$ cat config.mk
export PLATFORM = sky130hd
export DESIGN_NAME = atm_keypad_entry_flat
export DESIGN_NICKNAME = d
export VERILOG_FILES = /design/src/rtl/atm_keypad_entry_if.sv /design/src/rtl/atm_keypad_entry.sv /design/src/flat_wrapper.sv
export SDC_FILE = /design/constraint.sdc
export NUM_CORES = 1
export LEC_CHECK = 0
export ABC_AREA = 1
export ABC_CLOCK_PERIOD_IN_PS = 3800
export BUFFER_PORTS_ARGS = -buffer_cell sky130_fd_sc_hd__buf_2
export CAP_MARGIN = 20
export CORE_MARGIN = 2
export CORE_UTILIZATION = 40
export DETAILED_ROUTE_END_ITERATION = 12
export GPL_TIMING_DRIVEN = 0
export RECOVER_POWER = 50
export SLEW_MARGIN = 25
export SYNTH_ARGS = -nofsm -noshare
export SYNTH_HDL_FRONTEND = slang
export SYNTH_SLANG_ARGS = --single-unit
export TNS_END_PERCENT = 30
$ cat constraint.sdc
create_clock -name CLK -period 3.8 [get_ports CLK]
set_input_delay 0.19 -clock CLK [delete_from_list [all_inputs] [get_ports CLK]]
set_output_delay 0.19 -clock CLK [all_outputs]
set_load 0.01 [all_outputs]
$ cat src/rtl/atm_keypad_entry_if.sv
`default_nettype none
// ============================================================================
//  Module      : atm_keypad_entry_if
//  Description : Keypad strobes in, parallel controller inputs and status out
//                for the ATM keypad entry front end.
//  Revision    : 1.0 - initial release
// ============================================================================
interface atm_keypad_entry_if;
  logic        KEY_VALID;
  logic [3:0]  KEY_CODE;
  logic        AUTH_OK;
  logic [3:0]  CARD_ID;
  logic [3:0]  PIN0;
  logic [3:0]  PIN1;
  logic [3:0]  PIN2;
  logic [3:0]  PIN3;
  logic [1:0]  TRANSACTION;
  logic [31:0] AMOUNT;
  logic        OKAY;
  logic        CANCEL;
  logic [1:0]  ENTRY_STATE;
  logic [3:0]  DIGIT_COUNT;
  logic        KEY_ERROR;

  // Keypad/controller side: drives keys and the auth result.
  modport master (
    output KEY_VALID, KEY_CODE, AUTH_OK,
    input  CARD_ID, PIN0, PIN1, PIN2, PIN3, TRANSACTION, AMOUNT,
           OKAY, CANCEL, ENTRY_STATE, DIGIT_COUNT, KEY_ERROR
  );

  // Entry block side.
  modport slave (
    input  KEY_VALID, KEY_CODE, AUTH_OK,
    output CARD_ID, PIN0, PIN1, PIN2, PIN3, TRANSACTION, AMOUNT,
           OKAY, CANCEL, ENTRY_STATE, DIGIT_COUNT, KEY_ERROR
  );
endinterface
`default_nettype wire

$ cat src/rtl/atm_keypad_entry.sv
`default_nettype none
// ============================================================================
//  Module      : atm_keypad_entry
//  Description : Converts single-key strobes into the ATM controller's
//                parallel CARD/PIN/TRANSACTION/AMOUNT inputs with OKAY hold,
//                CANCEL sign-out and inactivity timeout.
//  Revision    : 1.0 - initial release
// ============================================================================
module atm_keypad_entry #(
  parameter int OKAY_CYCLES       = 2,
  parameter int TIMEOUT_CYCLES    = 1000,
  parameter int MAX_AMOUNT_DIGITS = 6
) (
  input  wire logic          CLK,
  input  wire logic          RESET,
  atm_keypad_entry_if.slave  bus
);

  typedef enum logic [1:0] {
    ST_CARD = 2'b00,
    ST_PIN  = 2'b01,
    ST_TXN  = 2'b10,
    ST_HOLD = 2'b11
  } state_e;

  localparam int HOLD_W = (OKAY_CYCLES > 1) ? $clog2(OKAY_CYCLES) : 1;
  localparam int TO_W   = $clog2(TIMEOUT_CYCLES);
  localparam logic [HOLD_W-1:0] c_hold_last   = HOLD_W'(OKAY_CYCLES - 1);
  localparam logic [TO_W-1:0]   c_to_last     = TO_W'(TIMEOUT_CYCLES - 1);
  // TXN count includes the code digit, so amount digits are still allowed
  // while the count is at most MAX_AMOUNT_DIGITS.
  localparam logic [3:0]        c_amt_cnt_max = 4'(MAX_AMOUNT_DIGITS);
  localparam logic [3:0] c_key_enter  = 4'hA;
  localparam logic [3:0] c_key_cancel = 4'hB;
  localparam logic [3:0] c_key_clear  = 4'hC;
  localparam logic [1:0] c_txn_bal    = 2'b01;

  state_e            state_q, state_d;
  state_e            ret_q, ret_d;          // state that entered HOLD
  logic [HOLD_W-1:0] hold_cnt_q, hold_cnt_d;
  logic [TO_W-1:0]   to_cnt_q, to_cnt_d;
  logic [3:0]        cnt_q, cnt_d;
  logic [3:0]        card_buf_q, card_buf_d;
  logic [3:0][3:0]   pin_buf_q, pin_buf_d;
  logic [1:0]        txn_buf_q, txn_buf_d;
  logic [31:0]       amt_buf_q, amt_buf_d;
  logic [3:0]        card_id_q, card_id_d;
  logic [3:0][3:0]   pin_out_q, pin_out_d;
  logic [1:0]        txn_out_q, txn_out_d;
  logic [31:0]       amount_q, amount_d;
  logic              okay_q, okay_d;
  logic              cancel_q, cancel_d;
  logic              key_error_q, key_error_d;

  logic w_is_digit, w_is_enter, w_is_cancel, w_is_clear;
  logic w_accept, w_cancel_req;

  assign w_is_digit  = (bus.KEY_CODE <= 4'd9);
  assign w_is_enter  = (bus.KEY_CODE == c_key_enter);
  assign w_is_cancel = (bus.KEY_CODE == c_key_cancel);
  assign w_is_clear  = (bus.KEY_CODE == c_key_clear);

  // Next-state, buffer and output-register computation for every key/state.
  always_comb begin
    state_d     = state_q;
    ret_d       = ret_q;
    hold_cnt_d  = hold_cnt_q;
    cnt_d       = cnt_q;
    card_buf_d  = card_buf_q;
    pin_buf_d   = pin_buf_q;
    txn_buf_d   = txn_buf_q;
    amt_buf_d   = amt_buf_q;
    card_id_d   = card_id_q;
    pin_out_d   = pin_out_q;
    txn_out_d   = txn_out_q;
    amount_d    = amount_q;
    okay_d      = okay_q;
    cancel_d    = 1'b0;
    key_error_d = 1'b0;
    w_accept     = 1'b0;
    w_cancel_req = 1'b0;

    case (state_q)
      ST_CARD: begin
        if (bus.KEY_VALID) begin
          if (w_is_digit) begin
            if (cnt_q == 4'd0) begin
              card_buf_d = bus.KEY_CODE;
              cnt_d      = 4'd1;
            end else key_error_d = 1'b1;
          end else if (w_is_enter) begin
            if (cnt_q == 4'd1) begin
              card_id_d = card_buf_q;
              w_accept  = 1'b1;
            end else key_error_d = 1'b1;
          end else if (w_is_cancel) w_cancel_req = 1'b1;
          else if (w_is_clear) cnt_d = 4'd0;
          else key_error_d = 1'b1;
        end
      end
      ST_PIN: begin
        if (bus.KEY_VALID) begin
          if (w_is_digit) begin
            if (cnt_q < 4'd4) begin
              pin_buf_d[cnt_q[1:0]] = bus.KEY_CODE;
              cnt_d = cnt_q + 4'd1;
            end else key_error_d = 1'b1;
          end else if (w_is_enter) begin
            if (cnt_q == 4'd4) begin
              pin_out_d = pin_buf_q;
              w_accept  = 1'b1;
            end else key_error_d = 1'b1;
          end else if (w_is_cancel) w_cancel_req = 1'b1;
          else if (w_is_clear) cnt_d = 4'd0;
          else key_error_d = 1'b1;
        end else if (to_cnt_q == c_to_last) begin
          w_cancel_req = 1'b1;
        end
      end
      ST_TXN: begin
        if (bus.KEY_VALID) begin
          if (w_is_digit) begin
            if (cnt_q == 4'd0) begin
              if (bus.KEY_CODE <= 4'd2) begin
                txn_buf_d = bus.KEY_CODE[1:0];
                amt_buf_d = 32'd0;
                cnt_d     = 4'd1;
              end else key_error_d = 1'b1;
            end else if (txn_buf_q == c_txn_bal) begin
              key_error_d = 1'b1;           // balance takes no amount
            end else if (cnt_q <= c_amt_cnt_max) begin
              amt_buf_d = amt_buf_q * 32'd10 + 32'(bus.KEY_CODE);
              cnt_d     = cnt_q + 4'd1;
            end else key_error_d = 1'b1;
          end else if (w_is_enter) begin
            if ((cnt_q != 4'd0) && ((txn_buf_q == c_txn_bal) || (cnt_q >= 4'd2))) begin
              txn_out_d = txn_buf_q;
              amount_d  = (txn_buf_q == c_txn_bal) ? 32'd0 : amt_buf_q;
              w_accept  = 1'b1;
            end else key_error_d = 1'b1;
          end else if (w_is_cancel) w_cancel_req = 1'b1;
          else if (w_is_clear) begin
            cnt_d     = 4'd0;
            amt_buf_d = 32'd0;
          end else key_error_d = 1'b1;
        end else if (to_cnt_q == c_to_last) begin
          w_cancel_req = 1'b1;
        end
      end
      default: begin  // ST_HOLD
        if (bus.KEY_VALID && w_is_cancel) begin
          w_cancel_req = 1'b1;
        end else begin
          if (bus.KEY_VALID) key_error_d = 1'b1;
          if (hold_cnt_q == c_hold_last) begin
            okay_d     = 1'b0;
            hold_cnt_d = '0;
            case (ret_q)
              ST_PIN:  state_d = bus.AUTH_OK ? ST_TXN : ST_PIN;
              ST_TXN:  state_d = ST_TXN;
              default: state_d = ST_PIN;
            endcase
          end else begin
            hold_cnt_d = hold_cnt_q + 1'b1;
          end
        end
      end
    endcase

    // Accepted ENTER: outputs were loaded above; start the OKAY hold.
    if (w_accept) begin
      state_d    = ST_HOLD;
      ret_d      = state_q;
      okay_d     = 1'b1;
      hold_cnt_d = '0;
      cnt_d      = 4'd0;
      amt_buf_d  = 32'd0;
    end

    // Key or timeout sign-out; output registers keep their values.
    if (w_cancel_req) begin
      state_d    = ST_CARD;
      okay_d     = 1'b0;
      hold_cnt_d = '0;
      cnt_d      = 4'd0;
      amt_buf_d  = 32'd0;
      cancel_d   = 1'b1;
    end

    // Idle counter runs only while staying in PIN/TXN with no key.
    if (((state_q == ST_PIN) || (state_q == ST_TXN)) && (state_d == state_q) && !bus.KEY_VALID)
      to_cnt_d = to_cnt_q + 1'b1;
    else
      to_cnt_d = '0;
  end

  // State and register update with synchronous reset.
  always_ff @(posedge CLK) begin
    if (RESET) begin
      state_q     <= ST_CARD;
      ret_q       <= ST_CARD;
      hold_cnt_q  <= '0;
      to_cnt_q    <= '0;
      cnt_q       <= '0;
      card_buf_q  <= '0;
      pin_buf_q   <= '0;
      txn_buf_q   <= '0;
      amt_buf_q   <= '0;
      card_id_q   <= '0;
      pin_out_q   <= '0;
      txn_out_q   <= '0;
      amount_q    <= '0;
      okay_q      <= 1'b0;
      cancel_q    <= 1'b0;
      key_error_q <= 1'b0;
    end else begin
      state_q     <= state_d;
      ret_q       <= ret_d;
      hold_cnt_q  <= hold_cnt_d;
      to_cnt_q    <= to_cnt_d;
      cnt_q       <= cnt_d;
      card_buf_q  <= card_buf_d;
      pin_buf_q   <= pin_buf_d;
      txn_buf_q   <= txn_buf_d;
      amt_buf_q   <= amt_buf_d;
      card_id_q   <= card_id_d;
      pin_out_q   <= pin_out_d;
      txn_out_q   <= txn_out_d;
      amount_q    <= amount_d;
      okay_q      <= okay_d;
      cancel_q    <= cancel_d;
      key_error_q <= key_error_d;
    end
  end

  assign bus.CARD_ID     = card_id_q;
  assign bus.PIN0        = pin_out_q[0];
  assign bus.PIN1        = pin_out_q[1];
  assign bus.PIN2        = pin_out_q[2];
  assign bus.PIN3        = pin_out_q[3];
  assign bus.TRANSACTION = txn_out_q;
  assign bus.AMOUNT      = amount_q;
  assign bus.OKAY        = okay_q;
  assign bus.CANCEL      = cancel_q;
  assign bus.ENTRY_STATE = state_q;
  assign bus.DIGIT_COUNT = cnt_q;
  assign bus.KEY_ERROR   = key_error_q;

endmodule
`default_nettype wire
$ cat src/flat_wrapper.sv
// flat-port wrapper written by rule: the top's interface ports become plain ports
module atm_keypad_entry_flat 
#(
  parameter int OKAY_CYCLES       = 2,
  parameter int TIMEOUT_CYCLES    = 1000,
  parameter int MAX_AMOUNT_DIGITS = 6
)
  (CLK, RESET, bus_KEY_VALID, bus_KEY_CODE, bus_AUTH_OK, bus_CARD_ID, bus_PIN0, bus_PIN1, bus_PIN2, bus_PIN3, bus_TRANSACTION, bus_AMOUNT, bus_OKAY, bus_CANCEL, bus_ENTRY_STATE, bus_DIGIT_COUNT, bus_KEY_ERROR);
  atm_keypad_entry_if bus_i ();
  input  wire logic CLK;
  input  wire logic RESET;
  input wire logic [$bits(bus_i.KEY_VALID)-1:0] bus_KEY_VALID;
  input wire logic [$bits(bus_i.KEY_CODE)-1:0] bus_KEY_CODE;
  input wire logic [$bits(bus_i.AUTH_OK)-1:0] bus_AUTH_OK;
  output wire logic [$bits(bus_i.CARD_ID)-1:0] bus_CARD_ID;
  output wire logic [$bits(bus_i.PIN0)-1:0] bus_PIN0;
  output wire logic [$bits(bus_i.PIN1)-1:0] bus_PIN1;
  output wire logic [$bits(bus_i.PIN2)-1:0] bus_PIN2;
  output wire logic [$bits(bus_i.PIN3)-1:0] bus_PIN3;
  output wire logic [$bits(bus_i.TRANSACTION)-1:0] bus_TRANSACTION;
  output wire logic [$bits(bus_i.AMOUNT)-1:0] bus_AMOUNT;
  output wire logic [$bits(bus_i.OKAY)-1:0] bus_OKAY;
  output wire logic [$bits(bus_i.CANCEL)-1:0] bus_CANCEL;
  output wire logic [$bits(bus_i.ENTRY_STATE)-1:0] bus_ENTRY_STATE;
  output wire logic [$bits(bus_i.DIGIT_COUNT)-1:0] bus_DIGIT_COUNT;
  output wire logic [$bits(bus_i.KEY_ERROR)-1:0] bus_KEY_ERROR;
  assign bus_i.KEY_VALID = bus_KEY_VALID;
  assign bus_i.KEY_CODE = bus_KEY_CODE;
  assign bus_i.AUTH_OK = bus_AUTH_OK;
  assign bus_CARD_ID = bus_i.CARD_ID;
  assign bus_PIN0 = bus_i.PIN0;
  assign bus_PIN1 = bus_i.PIN1;
  assign bus_PIN2 = bus_i.PIN2;
  assign bus_PIN3 = bus_i.PIN3;
  assign bus_TRANSACTION = bus_i.TRANSACTION;
  assign bus_AMOUNT = bus_i.AMOUNT;
  assign bus_OKAY = bus_i.OKAY;
  assign bus_CANCEL = bus_i.CANCEL;
  assign bus_ENTRY_STATE = bus_i.ENTRY_STATE;
  assign bus_DIGIT_COUNT = bus_i.DIGIT_COUNT;
  assign bus_KEY_ERROR = bus_i.KEY_ERROR;
  atm_keypad_entry #(.OKAY_CYCLES(OKAY_CYCLES), .TIMEOUT_CYCLES(TIMEOUT_CYCLES), .MAX_AMOUNT_DIGITS(MAX_AMOUNT_DIGITS)) u_core (.CLK(CLK), .RESET(RESET), .bus(bus_i));
endmodule
==> flow_metrics.tcl, run 1 <==
set metrics [dict create \
    r2r-start "u_core.amt_buf_q[1]" \
    die_width_um 150.5 \
    cts_resized 0 \
    layout-drive-gt1-share_pct 8.845 \
    critPathCaptureType "flip-flop" \
    p_per_area_mw_per_mm2 327.8 \
    synth-edff-count 0 \
    grt_pass1_vias 7976 \
    setup_viol 0 \
    cts_buffers 17 \
    fin_nets 1469 \
    port_buffers 69 \
    nFillCells 2251 \
    initial_core_util_pct 40.83 \
    synth_fp_nets 1381 \
    synth_xor_area_share_pct 1.516 \
    place_congestion 0.9225 \
    hold_ws_ps 88.36 \
    grt_pass1_wl_mm 39.92 \
    fmax_mhz 294.9 \
    multi_input_area_mm2 0.005185 \
    skew_ps 9.852 \
    ys_warn_count 0 \
    placed_area_mm2 0.009273 \
    final_area_mm2 0.009762 \
    synth_fa_ha_area_share_pct 10.52 \
    antennaDiodeCount 0 \
    cts_tree "built" \
    grt-ovfl-total 0 \
    rsz0062_at_grt "no" \
    worstReg2RegEnd "u_core.amt_buf_q[26]" \
    grtUsageTotal_pct 22.06 \
    seq_area_frac_synth_pct 30.32 \
    worstRegToRegCells 15 \
    crit_path_start_kind "flip-flop" \
    tns_ps 0 \
    critPathKind "flip-flop to flip-flop" \
    cp_data_arrival_time_ps 3740 \
    wl_per_cell_um 14.44 \
    fin_cells 1677 \
    clk_pin_slew_ps 60 \
    required_ps 4150 \
    syn_inst 1302 \
    synth_seq_cells 130 \
    syn_area_mm2 0.008583 \
    drt_iter0_markers 539 \
    synth.top_cells.by_area "dfxtp_1 (30%), nand2_1 (15%), ha_1 (10%)" \
    coreArea_mm2 0.02102 \
    fin_crit_ps 3391 \
    vias 8595 \
    clk_latency_ps 410 \
    synth_compound_area_share_pct 12.92 \
    cts_setup_buffers 0 \
    ys.flop_type "dfxtp_1" \
    async_reset_ff_share_pct 0 \
    ir_worst_vdd_mv 0.2720 \
    yosys.area.top_type "dfxtp_1" \
    post-route-drc-count 0 \
    crit_fanout 5 \
    syn_to_final_growth_pct 13.73 \
    clock-root-buffer "clkbuf_16" \
    routed_via_density 5.125 \
    rows 53 \
    cts_hold_buf 0 \
    p_leak_uw 0.004425 \
    clkSinkCount 130 \
    dieArea_mm2 0.02265 \
    cts_buffer_depth 2 \
    die_y_um 150.5 \
    ios 71 \
    grt_max_degree 17 \
    r2r_slack_ps 410 \
    synth_top_family_by_area "simple AND/OR/NAND/NOR gates" \
    synth-simple-area-share_pct 35.61 \
    antenna_found_initial 0 \
    crit_start "u_core.amt_buf_q[1]" \
    maxCapViolations 0 \
    endpoint "u_core.amt_buf_q[26]" \
    finalCritPeriodShare_pct 89.23 \
    first_pass_iters 7 \
    status "complete, no violations" \
    place_inst 1646 \
    slew-limit-headroom_pct 55.79 \
    maxSlewViolCount 0 \
    yosys.area.top_type_share_pct 30.32 \
    ant_nets 0 \
    hold_path.class "primary input to flip-flop" \
    synth.avg_cell_area_um2 6.592 \
    dp_hpwl_mm 19.30 \
    synth.distinct_cells 50 \
    seq_area_mm2 0.002603 \
    finalHoldViolations 0 \
    drt_wl_total_mm 24.22 \
    yosys-mux-area-fraction_pct 0 \
    htree_levels 4 \
    worst_pin_slew_ps 663.2 \
]
-- logic make-up (layout without fill, tap and decap cells) --
logic type,Yosys count,count (layout)
fa+ha+maj,71,71
buf+inv,203,303
xor+xnor,14,14
flops,130,130
compound gates,206,206
simple gates,678,678
-- layout by cell type (no fill, tap or decap), types with 25 or more instances in the layout --
master,Yosys,layout
nand4_1,25,25
nand3_1,110,111
a21oi_1,116,116
ha_1,69,69
inv_1,157,157
o21ai_0,63,64
clkbuf_1,19,82
nand2_1,333,333
dfxtp_1,130,130
nor2_1,121,121
-- state kept, by name, summed over array words and instances, names as in the netlist --
signal                  count
u_core.bus.CANCEL           1
u_core.bus.PIN1             4
u_core.txn_buf_q            2
u_core.bus.OKAY             1
u_core.ret_q                2
u_core.bus.KEY_ERROR        1
u_core.pin_buf_q           16
u_core.bus.DIGIT_COUNT      4
u_core.hold_cnt_q           1
u_core.bus.PIN0             4
u_core.bus.TRANSACTION      2
u_core.bus.PIN3             4
u_core.bus.ENTRY_STATE      2
u_core.card_buf_q           4
u_core.bus.AMOUNT          32
u_core.bus.PIN2             4
u_core.amt_buf_q           32
u_core.bus.CARD_ID          4
u_core.to_cnt_q            10
-- worst min-delay path by stage --
stage	startpoint	slack, ps	cells after the start	endpoint
final	bus_KEY_CODE[0]	90	3	u_core.amt_buf_q[0]
after detailed placement	u_core.bus.CARD_ID[1]	450	2	u_core.bus.CARD_ID[1]
after global placement	u_core.to_cnt_q[0]	450	1	u_core.to_cnt_q[0]
after global routing	bus_KEY_CODE[0]	100	3	u_core.amt_buf_q[0]
after CTS	bus_KEY_CODE[0]	70	3	u_core.amt_buf_q[0]
after floorplan	bus_KEY_CODE[0]	340	2	u_core.amt_buf_q[0]
-- report_power, final --
group / internal [uW] / switching, uW
Clock: 972 / 649
Sequential: 1380 / 12.8
Combinational: 51.1 / 138
Total: 2400 / 799
-- synth_stat cells (all sizes together) (3+ instances only) --
master	count
a21oi	119
a31oi	4
buf	10
clkbuf	19
clkinv	3
dfxtp	130
ha	69
inv	171
nand2	355
nand3	119
nand3b	7
nand4	26
nor2	143
nor3	19
nor3b	4
o21ai	67
xnor2	6
xor2	8
-- metal layers --
| layer | wire, um | part of all wire (%) | global-route usage, % | vias to the layer above |
|---|---|---|---|---|
| met4 | 348 | 1.4 | 5.236 | 0 |
| met2 | 10250 | 42 | 33.57 | 222 |
| met3 | 1281 | 5.3 | 3.152 | 25 |
| li1 | - | - | - | 4445 |
| met1 | 12340 | 51 | 32.67 | 3903 |
| met5 | 0 | 0 | 0 | - |
-- worst max-delay path, stage by stage (launching register included) --
cell and delay, ps:
dfxtp_1 450, ha_1 280, ha_1 300, fa_1 590, nand4_1 110, o21ai_1 280, nand3_2 180, nor2_2 150
nand2_1 100, nor2_2 220, nand2_1 170, nor2_2 130, nand3_1 80, nand3_1 80, nand3_1 90, a21oi_1 130
-- layout make-up --
cell class / count / share of cell area (%)
buffer: 29 / 1.307
sequential: 130 / 26.66
tap: 275 / 3.525
timing repair buffer: 69 / 2.730
clock inverter: 14 / 1.602
clock buffer: 17 / 4.358
inverter: 174 / 6.703
multi-input combinational: 969 / 53.11
-- through the flow --
stage                     power [uW]  worst slack [ps]  util (%)
after floorplan                 1548              1027         -
after detailed placement        1610             433.8     44.11
final                           3200             409.3     46.44
after global placement          1610             505.5     44.11
after global routing            3295             166.1     46.44
after CTS                       3227             415.9     46.88
(Power assumes the default switching activity.)
==> run 2, diff against run 1 <==
--- a/config.mk
+++ b/config.mk
@@ -13,6 +13,7 @@
 export CORE_UTILIZATION = 40
 export DETAILED_ROUTE_END_ITERATION = 12
 export GPL_TIMING_DRIVEN = 0
+export PLACE_DENSITY = 0.54
 export RECOVER_POWER = 50
 export SLEW_MARGIN = 25
 export SYNTH_ARGS = -nofsm -noshare
==> run 2 against run 1 <==
  * Wire length fell by 0.43%
  * Final cell count barely moved
  * Global-route usage fell by 0.57 points
  * Non-clock buffer count did not move
  * Critical path type unchanged
  * Largest cell class unchanged
==> flow_metrics.tcl, run 2 (same netlist as run 1, synthesis figures left out) <==
set metrics [dict create \
    initial_core_util_pct 40.83 \
    fmax_mhz 302.1 \
    fin_crit_ps 3310 \
    worstPathCellList "ha_1, ha_1, fa_1, nand2_2, nand2_1, nand3_1, nand2_1, nand2_1, nand2_2, inv_2, nand2_2, nor2_2, nand2_1, nor2_2, nand3_1, nand3_1, nand3_1, a21oi_1" \
    syn_to_final_growth_pct 13.75 \
    drt_iter0_markers 482 \
    nFillCells 2278 \
    place_congestion 0.8700 \
    dp_hpwl_mm 19.41 \
    rows 53 \
    clkSinkCount 130 \
    grtUsageMet1_pct 31.79 \
    coreArea_mm2 0.02102 \
    worst_pin_slew_ps 668.9 \
    hold_path.class "primary input to flip-flop" \
    p_per_area_mw_per_mm2 326.5 \
    cts_buffers 17 \
    r2r-start "u_core.amt_buf_q[1]" \
    first_pass_iters 5 \
    crit_path_start_kind "flip-flop" \
    tns_ps 0 \
    cts_tree "built" \
    vias 8402 \
    slowest_delay_ps 460 \
    place_inst 1646 \
    die_y_um 150.5 \
    routed_via_density 5.007 \
    grt_pass1_vias 7570 \
    layout-drive-gt1-share_pct 8.838 \
    grt_pass1_wl_mm 38.46 \
    fin_nets 1469 \
    layout_commonest_cell "nand2_1" \
    cts_buffer_depth 2 \
    status "complete, no violations" \
    cts_resized 0 \
    crit_start "u_core.amt_buf_q[1]" \
    antenna_found_initial 0 \
    crit_fanout 5 \
    maxCapViolations 0 \
    seq_area_mm2 0.002603 \
    cts_hold_buf 0 \
    critPathCaptureType "flip-flop" \
    busiest_layer "met2" \
    multi_input_area_mm2 0.005185 \
    maxSlewViolCount 0 \
    mostFrequentLayoutCells "nand2_1 (333), inv_1 (157), dfxtp_1 (130)" \
    wl_per_cell_um 14.37 \
    p_leak_uw 0.004417 \
    cts_setup_buffers 0 \
    skew_ps 11.71 \
    worst_slack_ps 490.1 \
    min_from "bus_KEY_CODE[0]" \
    hold_ws_ps 99.15 \
    finalHoldViolations 0 \
    grt_max_degree 17 \
    slowest_stage "fa_1" \
    rsz0062_at_grt "no" \
    antennaDiodeCount 0 \
    use_met3_pct 3.424 \
    slew-limit-headroom_pct 55.41 \
    clk_latency_ps 410 \
    port_buffers 69 \
    fin_cells 1678 \
    ant_nets 0 \
    htree_levels 4 \
    post-route-drc-count 0 \
    required_ps 4150 \
    p_total_uw 3187 \
    grt-ovfl-total 0 \
    drt_wl_total_mm 24.12 \
    ir_worst_vdd_mv 0.3722 \
    place_ws_ps 547.4 \
    grtUsageTotal_pct 21.49 \
    die_width_um 150.5 \
    crit_family "simple AND/OR/NAND/NOR gates" \
    dieArea_mm2 0.02265 \
    critPathKind "flip-flop to flip-flop" \
    worst-path-buf-inv 1 \
    clk_pin_slew_ps 70 \
    met2_usage_pct 32.70 \
    clock-root-buffer "clkbuf_16" \
    ios 71 \
    cp_data_arrival_time_ps 3660 \
    finalCritPeriodShare_pct 87.10 \
    setup_viol 0 \
]
==> run 2: changes by cell type in the layout (fill, tap and decap cells not counted), sizes merged <==
cell	previous run	this run
clkinv	8	5
inv	175	178
bufinv	2	1
clkbuf	99	100
clkinvlp	3	4
==> run 2: metrics by stage <==
stage / instance area, um2 / utilization [%]
floorplan: 8583 / -
global route: 9763 / 46.44
CTS: 9856 / 46.88
global placement: 9273 / 44.11
finish: 9763 / 46.44
detailed placement: 9273 / 44.11
==> run 2: tightest hold or removal path, delay by kind of cell <==
family / cells / cell delay (ps)
simple gates: 1 / 70
compound gates: 1 / 50
buf+inv: 1 / 140
==> run 2: cell type report <==
cell class	instances	area share (%)
multi-input combinational	969	53.11
timing repair buffer	69	2.730
clock buffer	18	4.498
sequential	130	26.66
inverter	174	6.703
buffer	29	1.307
clock inverter	14	1.474
tap	275	3.524
==> run 2: report_power, final <==
group	switching (uW)	internal, uW
clock network	670	940
logic	136	50.9
registers	13.0	1380
==> run 2: path summary, 6_finish.rpt <==
kind                            slack [ps]                    end  cells past startpoint
worst min register to register         460  u_core.bus.CARD_ID[3]                      2
worst min-delay path                   100    u_core.amt_buf_q[0]                      3
worst max register to register         490   u_core.amt_buf_q[26]                     18
worst max-delay path                   490   u_core.amt_buf_q[26]                     18
==> run 2: layer usage <==
metal,wire (um),vias up
met5,0,-
met4,293,0
met3,1027,19
met2,10060,169
met1,12730,3771
li1,-,4443
